==> config.mk <==
export PLATFORM = sky130hd
export DESIGN_NAME = instr_fetch_unit
export DESIGN_NICKNAME = d
export VERILOG_FILES = /design/src/rtl/cpu_pkg.sv /design/src/rtl/instr_fetch_unit.sv
export SDC_FILE = /design/constraint.sdc
export NUM_CORES = 1
export LEC_CHECK = 0
export ABC_CLOCK_PERIOD_IN_PS = 6000
export CORE_ASPECT_RATIO = 1.25
export CORE_MARGIN = 10
export CORE_UTILIZATION = 40
export DETAILED_ROUTE_END_ITERATION = 10
export PLACE_DENSITY = 0.74
export SLEW_MARGIN = 25
export SYNTH_ARGS = -nofsm -noshare
export SYNTH_HDL_FRONTEND = slang
export SYNTH_SLANG_ARGS = --single-unit
==> constraint.sdc <==
create_clock -name clk_i -period 6 [get_ports clk_i]
set_input_delay 1.5 -clock clk_i [delete_from_list [all_inputs] [get_ports clk_i]]
set_output_delay 1.5 -clock clk_i [all_outputs]
set_load 0.03 [all_outputs]
==> src/rtl/cpu_pkg.sv <==
// Shared CPU definitions: fetch FSM state encoding, the NOP word and the
// primary opcode values decoded from instr[31:26].
package cpu_pkg;

   typedef enum logic [1:0] {
      S_FETCH = 2'd0,
      S_VALID = 2'd1,
      S_FLUSH = 2'd2
   } fetch_state_t;

   localparam logic [31:0] INSTR_NOP = 32'h0000_0000;

   localparam logic [5:0] OP_RTYPE = 6'h00;
   localparam logic [5:0] OP_J     = 6'h02;
   localparam logic [5:0] OP_JAL   = 6'h03;
   localparam logic [5:0] OP_BEQ   = 6'h04;
   localparam logic [5:0] OP_BNE   = 6'h05;
   localparam logic [5:0] OP_ADDI  = 6'h08;
   localparam logic [5:0] OP_LW    = 6'h23;
   localparam logic [5:0] OP_SW    = 6'h2B;

   // Redirect targets are forced to a word boundary.
   function automatic logic [31:0] word_align(input logic [31:0] addr);
      return {addr[31:2], 2'b00};
   endfunction

endpackage

==> src/rtl/instr_fetch_unit.sv <==
// Fetch stage: one outstanding instruction-memory request, valid/ready output
// towards the decoder, and redirect handling that drops in-flight responses.
module instr_fetch_unit
   import cpu_pkg::*;
#(
   parameter logic [31:0] RESET_PC = 32'h0000_0000,
   parameter int          CNT_W    = 32
) (
   input  logic              clk_i,
   input  logic              rst_i,
   output logic              imem_req_o,
   output logic [31:0]       imem_addr_o,
   input  logic              imem_ack_i,
   input  logic [31:0]       imem_rdata_i,
   output logic [31:0]       instr_o,
   output logic [31:0]       pc_o,
   output logic [31:0]       pc_plus4_o,
   output logic              instr_valid_o,
   input  logic              instr_ready_i,
   input  logic              redirect_i,
   input  logic [31:0]       redirect_pc_i,
   output logic              align_err_o,
   output logic [CNT_W-1:0]  fetch_cnt_o,
   output fetch_state_t      dbg_state_o
);

   // Handshake: instr_o/pc_o transfer on a cycle where instr_valid_o and
   // instr_ready_i are both high; while valid is high and ready is low the
   // outputs do not change. Memory side: imem_addr_o holds while imem_req_o is
   // high until the cycle imem_ack_i is seen (ack may come in the first cycle).

   localparam logic [CNT_W-1:0] CNT_ONE = {{(CNT_W-1){1'b0}}, 1'b1};

   fetch_state_t state;
   logic [31:0]  fetch_pc;
   logic [31:0]  pend_pc;
   logic [31:0]  tgt;
   logic         handshake;

   assign tgt       = word_align(redirect_pc_i);
   assign handshake = instr_valid_o & instr_ready_i;

   // During S_FLUSH fetch_pc still holds the in-flight (stale) address.
   assign imem_req_o  = rst_i & ((state == S_FETCH) | (state == S_FLUSH));
   assign imem_addr_o = fetch_pc;
   assign pc_plus4_o  = pc_o + 32'd4;
   assign dbg_state_o = state;

   always_ff @(posedge clk_i or negedge rst_i) begin
      if (!rst_i) begin
         state         <= S_FETCH;
         fetch_pc      <= RESET_PC;
         pend_pc       <= 32'h0;
         instr_o       <= INSTR_NOP;
         pc_o          <= RESET_PC;
         instr_valid_o <= 1'b0;
         align_err_o   <= 1'b0;
         fetch_cnt_o   <= '0;
      end else begin
         if (redirect_i && (redirect_pc_i[1:0] != 2'b00))
            align_err_o <= 1'b1;

         case (state)
            S_FETCH: begin
               if (redirect_i) begin
                  if (imem_ack_i) begin
                     fetch_pc <= tgt;
                  end else begin
                     pend_pc <= tgt;
                     state   <= S_FLUSH;
                  end
               end else if (imem_ack_i) begin
                  instr_o       <= imem_rdata_i;
                  pc_o          <= fetch_pc;
                  instr_valid_o <= 1'b1;
                  fetch_pc      <= fetch_pc + 32'd4;
                  state         <= S_VALID;
               end
            end
            S_VALID: begin
               if (handshake)
                  fetch_cnt_o <= fetch_cnt_o + CNT_ONE;
               if (redirect_i) begin
                  instr_valid_o <= 1'b0;
                  fetch_pc      <= tgt;
                  state         <= S_FETCH;
               end else if (handshake) begin
                  instr_valid_o <= 1'b0;
                  state         <= S_FETCH;
               end
            end
            S_FLUSH: begin
               // The response for the abandoned address is dropped here.
               if (imem_ack_i) begin
                  fetch_pc <= redirect_i ? tgt : pend_pc;
                  state    <= S_FETCH;
               end else if (redirect_i) begin
                  pend_pc <= tgt;
               end
            end
            default: begin
               state         <= S_FETCH;
               instr_valid_o <= 1'b0;
            end
         endcase
      end
   end

endmodule
==> results by stage, run 1 <==
Yosys:
- The average size of a mapped cell is 10.53 sq um.
- The proportion of register bits with asynchronous set or reset after synthesis is 100.0%.
- The cell with the most instances after synthesis is dfrtp_1.
- The number of different library cells used by synthesis comes to 58.
- Synthesis handed over a netlist of 797 instances.
- In this run, synthesis inferred 0 flip-flops with an integrated enable.
- Ranked by total cell area, the synthesized netlist is headed by dfrtp_1, mux2_2, xnor2_1.
- The dominant cell type by area after synthesis is dfrtp_1.
- By count the netlist is led by dfrtp_1, mux2_2, nand2_1.
- The number of warnings printed during yosys synthesis is 0.
- The cell area after technology mapping is 8394 sq um.
- The synthesized design contains 164 register bits.
- The sequential-to-total area share from yosys stat is 48.89%.
- Among all flip-flop cells after synthesis, the most frequent one is dfrtp_1.
- The share of the synthesized area in the top cell type is 48.89%.
- The number of nets in the synthesized netlist is 872.

Clocking:
- The clock insertion delay at the later pin of the skew report is 430 ps.
- The CTS tree is built.
- Clock tree synthesis selected as its root buffer the cell clkbuf_16.
- After clock tree synthesis, the setup repair step added 0 buffers.
- The number of sinks handled by clock tree synthesis is 164.
- After clock tree synthesis, the clock-pin slew on the worst setup and hold paths is 70 ps.
- The number of H-tree levels is 4.
- In this run, CTS created clock tree buffers numbering 17.
- The post-cts repair resize count is 0.
- In this run, post-CTS hold repair placed 0 buffers.
- The clock passes through at most 2 buffers.

Critical path:
- The setup slack of the worst register-to-register path is 2810 ps.
- Along the worst path, the maximum fanout reaches 8.
- In this design, the critical path's most frequently occurring cell is nand4_1.
- The cell family with the largest share of critical-path delay is simple AND/OR/NAND/NOR gates.
- The critical path is of the register to output pin type.
- The buffers plus inverters on the worst setup path is 1.
- The signal on the critical path passes through nand4_1 > or2_2 > nor3_2 > nand4_1 > xnor2_1 > clkdlybuf4s50_1.
- The sort of element at the start of the critical path is a register.
- The required time of the critical path is 4500 ps.
- In this design, the stage delay of the slowest critical-path cell is 700 ps.
- The library cell contributing the largest single delay on the critical path is clkdlybuf4s50_1.
- The data arrival time at the worst-slack endpoint is 3150 ps.
- The endpoint class of the critical path is an output pin.

STA:
- Headroom to the max-slew limit came out at 38.83%.
- In the finished design, the share of the clock period the worst path needs comes to 77.45%.
- At the pin with the least slew margin, the transition time is 917.6 ps.
- Setup slack on the critical path of the routed design comes to 1353 ps.
- The final number of setup-violating endpoints is 0.
- For the finished layout, the period the worst path requires is 4647 ps.
- The count of final hold-check violations was 0.
- The setup skew after layout is 8.678 ps.
- Derived from the worst setup path, the maximum achievable clock frequency is 215.2 MHz.
- The max-slew violation total from the final report is 0.
- Summed over all failing endpoints, the final setup total negative slack is 0 ps.
- Setup repair after global routing left no endpoint under its margin.

GRT:
- The overall routing resource usage is 17.91%.
- The overflow left after global routing is 0.
- The global routing met1 resource utilization is 22.32%.
- After global routing, the most crowded layer is met2.
- Entering global routing, the biggest net connects 73 pins.
- For this run, global-route usage on met2 was measured as 28.73%.
- The first-pass GRT wire length is 39210 microns.
- The initial antenna violation count was 0.
- The via count of the first global-routing pass is 6951.
- In the global route stage, met3 resource usage came out at 4.900%.

Drt:
- In the routed design, unresolved DRC markers number 0.
- The post-detailed-route wirelength per cell is 19.16 microns.
- The per-cell via count in the routed design is 5.460.
- The count of nets left with antenna violations once routing finished came out at 0.
- The routed design has 24830 microns of wire.
- The length of the first detailed-routing pass in iterations is 5.
- The detailed router placed 7076 vias in this run.
- The initial detailed-routing violation count is 632.

Floorplanning:
- The number of rows created at floorplan is 59.
- For this design the top-level I/O count stands at 234.
- The initial utilization of the core area, before any placement, comes to 40.47%.
- The die is 182.0 microns tall.
- The overall die width is 149.6 microns.
- The floorplan step defined a die boundary enclosing 27220 sq um.
- The core area is 20740 sq um.

Place:
- The post-DP HPWL is 18530 microns.
- The number of buffers added on ports is 233.
- Timing analysis after detailed placement gives a worst setup slack of 1402 ps.
- The final RePlAce weighted congestion is 0.8407.

Final layout:
- The fraction of layout instances using a drive strength above 1 is 14.19%.
- The repair_antennas step left the layout with diodes totalling 0.
- The number of nets in the final layout is 1084.
- The synthesis-to-layout area growth is 37.58%.

Worst hold path:
- The worst hold path belongs to the class register to register.

Power and ir drop:
- Dividing total power by cell area gives a power density of 563.7 nW/um^2.
- Across the VDD grid, the largest voltage drop is 0.3511 mV.
- Summing internal, switching and leakage power gives 0.006510 W.
- The leakage component of the power is 4.686 nW.

Outcome:
- The flow ran to the end, and the final reports show no timing, DRC or antenna violations.

Run:
- Across the run, the number of max-cap violations was 0.
placed cells by master, fill, tap and decap left out, types with 3 or more instances in the layout:
cell / synthesis / routed
dfrtp_1: 164 / 164
nor4_2: 3 / 3
a22o_1: 11 / 11
o21ai_0: 47 / 46
nand3_1: 32 / 31
and4_1: 9 / 9
a221o_1: 3 / 3
inv_6: 0 / 8
o31ai_1: 4 / 4
clkbuf_16: 0 / 17
a22oi_1: 11 / 11
a21oi_1: 25 / 25
nand4_1: 33 / 33
and3_1: 11 / 11
nor2_1: 35 / 35
nor3_1: 20 / 18
or3_1: 5 / 5
mux2_2: 91 / 91
a221oi_1: 14 / 14
xnor2_1: 43 / 43
a211o_1: 5 / 5
clkdlybuf4s50_1: 0 / 232
nor3b_1: 5 / 5
a31oi_1: 3 / 3
a21o_1: 4 / 4
nor4_1: 7 / 7
a222oi_1: 4 / 4
xor2_1: 16 / 16
buf_4: 2 / 9
ha_1: 6 / 6
nor2b_1: 4 / 4
nand2_1: 78 / 78
and2_1: 8 / 8
inv_1: 17 / 17
routing by layer:
layer,wire (microns),vias to the layer above
met2,12210,259
li1,-,3348
met4,643,0
met3,1819,33
met5,0,-
met1,10160,3436
cell families (layout without fill, tap and decap cells):
| kind of cell | Yosys count | in the layout | synth area share, % |
|---|---|---|---|
| xor gates and xnor gates | 59 | 59 | 6.156 |
| adders and majority gates | 6 | 6 | 0.8943 |
| DFF | 164 | 164 | 48.89 |
| AOI/OAI and AO/OA | 150 | 150 | 12.09 |
| and+or+nand+nor | 258 | 258 | 16.16 |
| muxes | 93 | 93 | 12.45 |
| buffers and inverters | 67 | 292 | 3.368 |
sequential cells by signal (all words and copies together), names as in the netlist:
register / cells
dbg_state_o: 2
instr_valid_o: 1
align_err_o: 1
fetch_cnt_o: 32
imem_addr_o: 32
pend_pc: 32
instr_o: 32
pc_o: 32
final cells by class:
class	instances	area, sq um
fill	1802	9195
clock buffer	18	439.2
inverter	17	63.81
tap	274	342.8
multi-input combinational	566	4030
sequential	164	4104
clock inverter	14	140.1
timing repair buffer	243	2429
final timing paths:
| check | to | cells after the start | from |
|---|---|---|---|
| worst max-delay path | pc_plus4_o[31] | 6 | pc_o[7] |
| worst min-delay path | align_err_o | 1 | align_err_o |
| worst max register to register | fetch_cnt_o[30] | 7 | dbg_state_o[1] |
| worst min register to register | align_err_o | 1 | align_err_o |
| max in group asynchronous | pc_o[29] | 2 | rst_i |
| min in group asynchronous | pend_pc[2] | 1 | rst_i |
stage by stage:
stage	cell area, sq um	hold WS [ps]	util [%]	instances
floorplan	8394	453.4	-	797
global placement	10940	449.3	52.72	1263
detailed placement	10940	456.9	52.72	1263
CTS	11520	477.3	55.52	1295
global route	11550	500.0	55.67	1296
finish	11550	471.7	55.67	1296
power by group:
part	total (W)	internal (W)	switching, W
sequential	0.00203	0.00153	0.000494
clock	0.00108	0.000596	0.000483
combinational	0.00341	0.00145	0.00195
total	0.00651	0.00358	0.00293
No activity file was read; power rests on OpenSTA's default activity.
==> run 2: changes to the inputs <==
--- a/config.mk
+++ b/config.mk
@@ -5,7 +5,7 @@
 export SDC_FILE = /design/constraint.sdc
 export NUM_CORES = 1
 export LEC_CHECK = 0
-export ABC_CLOCK_PERIOD_IN_PS = 6000
+export ABC_CLOCK_PERIOD_IN_PS = 4700
 export CORE_ASPECT_RATIO = 1.25
 export CORE_MARGIN = 10
 export CORE_UTILIZATION = 40
==> constraint.sdc (replaced) <==
create_clock -name clk_i -period 4.7 [get_ports clk_i]
set_input_delay 1.175 -clock clk_i [delete_from_list [all_inputs] [get_ports clk_i]]
set_output_delay 1.175 -clock clk_i [all_outputs]
set_load 0.03 [all_outputs]
==> results by stage, run 2 (synthesized netlist as in run 1, its figures left out) <==
Outcome:
- Run status: complete, no violations (unchanged).

Place:
- The final RePlAce weighted congestion is 0.8510 (was 0.8407).
- The instance area at placement is 10990 sq um (was 10940 sq um).
- The post-DP HPWL is 18610 microns (was 18530 microns).
- The number of buffers added on ports is 233 (unchanged).

Critical path:
- The sort of element at the start of the critical path was a register (unchanged).
- The top fanout value on the critical path is 7 (was 8).
- The data arrival time at the worst-slack endpoint is 3090 ps (was 3150 ps).
- The library cell contributing the largest single delay on the critical path is clkdlybuf4s50_1 (unchanged).
- The required time of the critical path is 3520 ps (was 4500 ps).
- The endpoint class of the critical path was an output pin (unchanged).
- The critical path's largest stage delay is 690 ps (was 700 ps).
- Cell-by-cell trace of the critical path: ha_1 > and4_1 > nor2b_1 > nand2_1 > nor4_1 > xor2_1 > clkdlybuf4s50_1 (was nand4_1 > or2_2 > nor3_2 > nand4_1 > xnor2_1 > clkdlybuf4s50_1).
- The class of the most critical setup path is register to output pin (unchanged).

STA:
- The relative max-transition margin is 43.46% (was 38.83%).
- The highest achievable clock rate is 234.3 MHz.
- The worst path needs 4268 ps of the cycle, external delays included.
- The max-slew violation total from the final report came to 0 (unchanged).
- The count of final hold-check violations was 0 (unchanged).
- The accumulated negative setup slack was 0 ps (unchanged).
- The setup skew after layout came to 8.853 ps (was 8.678 ps).
- The final number of setup-violating endpoints is 0 (unchanged).
- The share of the clock period used by the worst path after layout is 90.81%.
- The transition time of the tightest slew-check pin is 848.1 ps (was 917.6 ps).
- Unrepaired setup endpoints after global routing: false (unchanged).

Clocking:
- The root cell of the clock tree was clkbuf_16 (unchanged).
- The post-cts hold buffer count is 0 (unchanged).
- The buffers inserted during post-CTS setup optimization is 0 (unchanged).
- The worst-case clock buffer depth is 2 (unchanged).
- The post-CTS clock slew at the launch and capture registers of the worst setup and hold paths is 70 ps (about the same).
- The clock insertion delay at the later pin of the skew report is 430 ps (about the same).
- The CTS tree is built (unchanged).
- The number of buffers added by the clock tree synthesis step is 17 (unchanged).
- The number of sinks handled by clock tree synthesis is 164 (unchanged).
- The number of H-tree levels was 4 (unchanged).
- The post-cts repair resize count is 0 (unchanged).

Floorplanning:
- The initial cell density of the core came to 40.47% (unchanged).
- The area of the die is 27220 sq um (unchanged).
- The number of rows created at floorplan was 59 (unchanged).
- The overall die width came to 149.6 microns (unchanged).
- The core area is 20740 sq um (unchanged).
- The die extent in y is 182.0 microns (unchanged).
- The number of I/O pins is 234 (unchanged).

Final layout:
- The fraction of layout instances using a drive strength above 1 came to 14.41% (was 14.19%).
- The synthesis-to-layout area growth is 37.83% (was 37.58%).
- The number of fill cells is 1799 (was 1802).
- The number of nets in the final layout was 1089 (was 1084).
- The total area of multi-input combinational cells is 4025 sq um (was 4030 sq um).
- The end-of-flow core utilization is 55.78% (was 55.67%).
- The footprint of the flip-flops and latches is 4104 sq um (unchanged).
- The number of antenna repair diodes is 0 (unchanged).
- The most common cell after layout, fill and taps aside is clkdlybuf4s50_1 (unchanged).
- Leading cell types in the layout, fill and taps excluded: clkdlybuf4s50_1, dfrtp_1, mux2_2 (unchanged).
- The finished layout cell area came to 11570 sq um (was 11550 sq um).

Drt:
- The per-cell via count in the routed design is 5.463 (was 5.460).
- The post-detailed-route wirelength per cell is 18.91 microns (was 19.16 microns).
- The detailed-route DRC error count was 0 (unchanged).
- The length of the first detailed-routing pass in iterations is 6 (was 5).
- The total detailed-routing wirelength is 24600 microns (was 24830 microns).
- The via total after detailed routing came to 7107 (was 7076).
- The count of antenna-violating nets left after detailed routing is 0 (unchanged).
- The initial detailed-routing violation count came to 483 (was 632).

GRT:
- The layer with the highest usage after global routing is met2 (unchanged).
- The overall routing resource usage was 17.78% (was 17.91%).
- The initial antenna violation count is 0 (unchanged).
- The largest net degree at the start of global routing is 66 (was 73).
- The met2 demand-to-capacity share in global routing is 29.19% (was 28.73%).
- The overflow left after global routing is 0 (unchanged).
- The via count of the first global-routing pass is 7001 (was 6951).
- The first-pass GRT wire length is 38900 microns (was 39210 microns).
- The global routing met1 resource utilization came to 21.92% (was 22.32%).
- The met3 layer usage reported by global route is 4.154% (was 4.900%).

Run:
- The number of max-cap violations is 0 (unchanged).

Power and ir drop:
- The leakage component of the power came to 4.701 nW (was 4.686 nW).
- The power per standard cell area is 718.0 nW/um^2 (was 563.7 nW/um^2).
- The worst-case vdd ir drop is 0.3482 mV (was 0.3511 mV).

Worst hold path:
- The class of the tightest hold or removal check is register to register (unchanged).
==> run 2: cell count changes in the layout (fill, tap and decap cells not counted) <==
cell / before / now
inv_8: 1 / 0
buf_12: 0 / 1
nor3_1: 18 / 19
buf_16: 1 / 0
nor3_2: 2 / 1
clkinv_4: 1 / 2
inv_6: 8 / 5
clkbuf_8: 1 / 2
clkinvlp_4: 2 / 3
buf_4: 9 / 14
clkbuf_1: 0 / 1
==> run 2: stage by stage <==
stage	hold WS, ps	setup WS (ps)	total power, W	instances
after global routing	506.6	214.6	0.008760	1301
after floorplan	453.4	1184	0.005195	797
after CTS	479.3	366.5	0.008348	1301
final	474.7	432.1	0.008307	1301
after global placement	451.2	906.5	0.006885	1269
after detailed placement	462.9	829.1	0.006977	1269
==> run 2: area by class of cell <==
type,instances,area share (%)
Sequential cell,164,35.47
Multi-Input combinational cell,566,34.79
Timing Repair Buffer,248,21.25
Clock buffer,20,3.947
Tap cell,274,2.963
Clock inverter,12,1.027
Inverter,17,0.5515
==> run 2: final timing paths <==
check | from | slack (ps) | depth (start not counted) | end
max | pc_o[2] | 430 | 7 | pc_plus4_o[30]
min | fetch_cnt_o[31] | 470 | 1 | fetch_cnt_o[31]
max reg2reg | dbg_state_o[1] | 1530 | 8 | imem_addr_o[22]
min reg2reg | fetch_cnt_o[31] | 470 | 1 | fetch_cnt_o[31]
max in group asynchronous | rst_i | 2610 | 3 | pend_pc[12]
min in group asynchronous | rst_i | 840 | 2 | pend_pc[28]
==> run 2: critical path, delay by kind of cell (launching register included) <==
| kind | cells | cell delay [ps] |
|---|---|---|
| buffers and inverters | 1 | 690 |
| adders and majority gates | 1 | 230 |
| xor gates and xnor gates | 1 | 170 |
| DFF | 1 | 410 |
| and+or+nand+nor | 4 | 1150 |
==> run 2: where the power goes <==
part / internal [W] / total (W) / switching, W
registers: 0.00196 / 0.00260 / 0.000639
logic: 0.00187 / 0.00435 / 0.00248
clock network: 0.000766 / 0.00136 / 0.000597
==> run 2: routing by layer <==
| metal | up-vias | routed length [microns] |
|---|---|---|
| met5 | - | 0 |
| met4 | 0 | 623 |
| met3 | 41 | 1751 |
| met2 | 269 | 12110 |
| met1 | 3442 | 10120 |
| li1 | 3355 | - |
==> run 3: changes to the inputs <==
--- a/config.mk
+++ b/config.mk
@@ -6,6 +6,7 @@
 export NUM_CORES = 1
 export LEC_CHECK = 0
 export ABC_CLOCK_PERIOD_IN_PS = 4700
+export CAP_MARGIN = 20
 export CORE_ASPECT_RATIO = 1.25
 export CORE_MARGIN = 10
 export CORE_UTILIZATION = 40
==> results of run 3 <==
The final DEF is identical to that of run 2; final timing and power are the same.
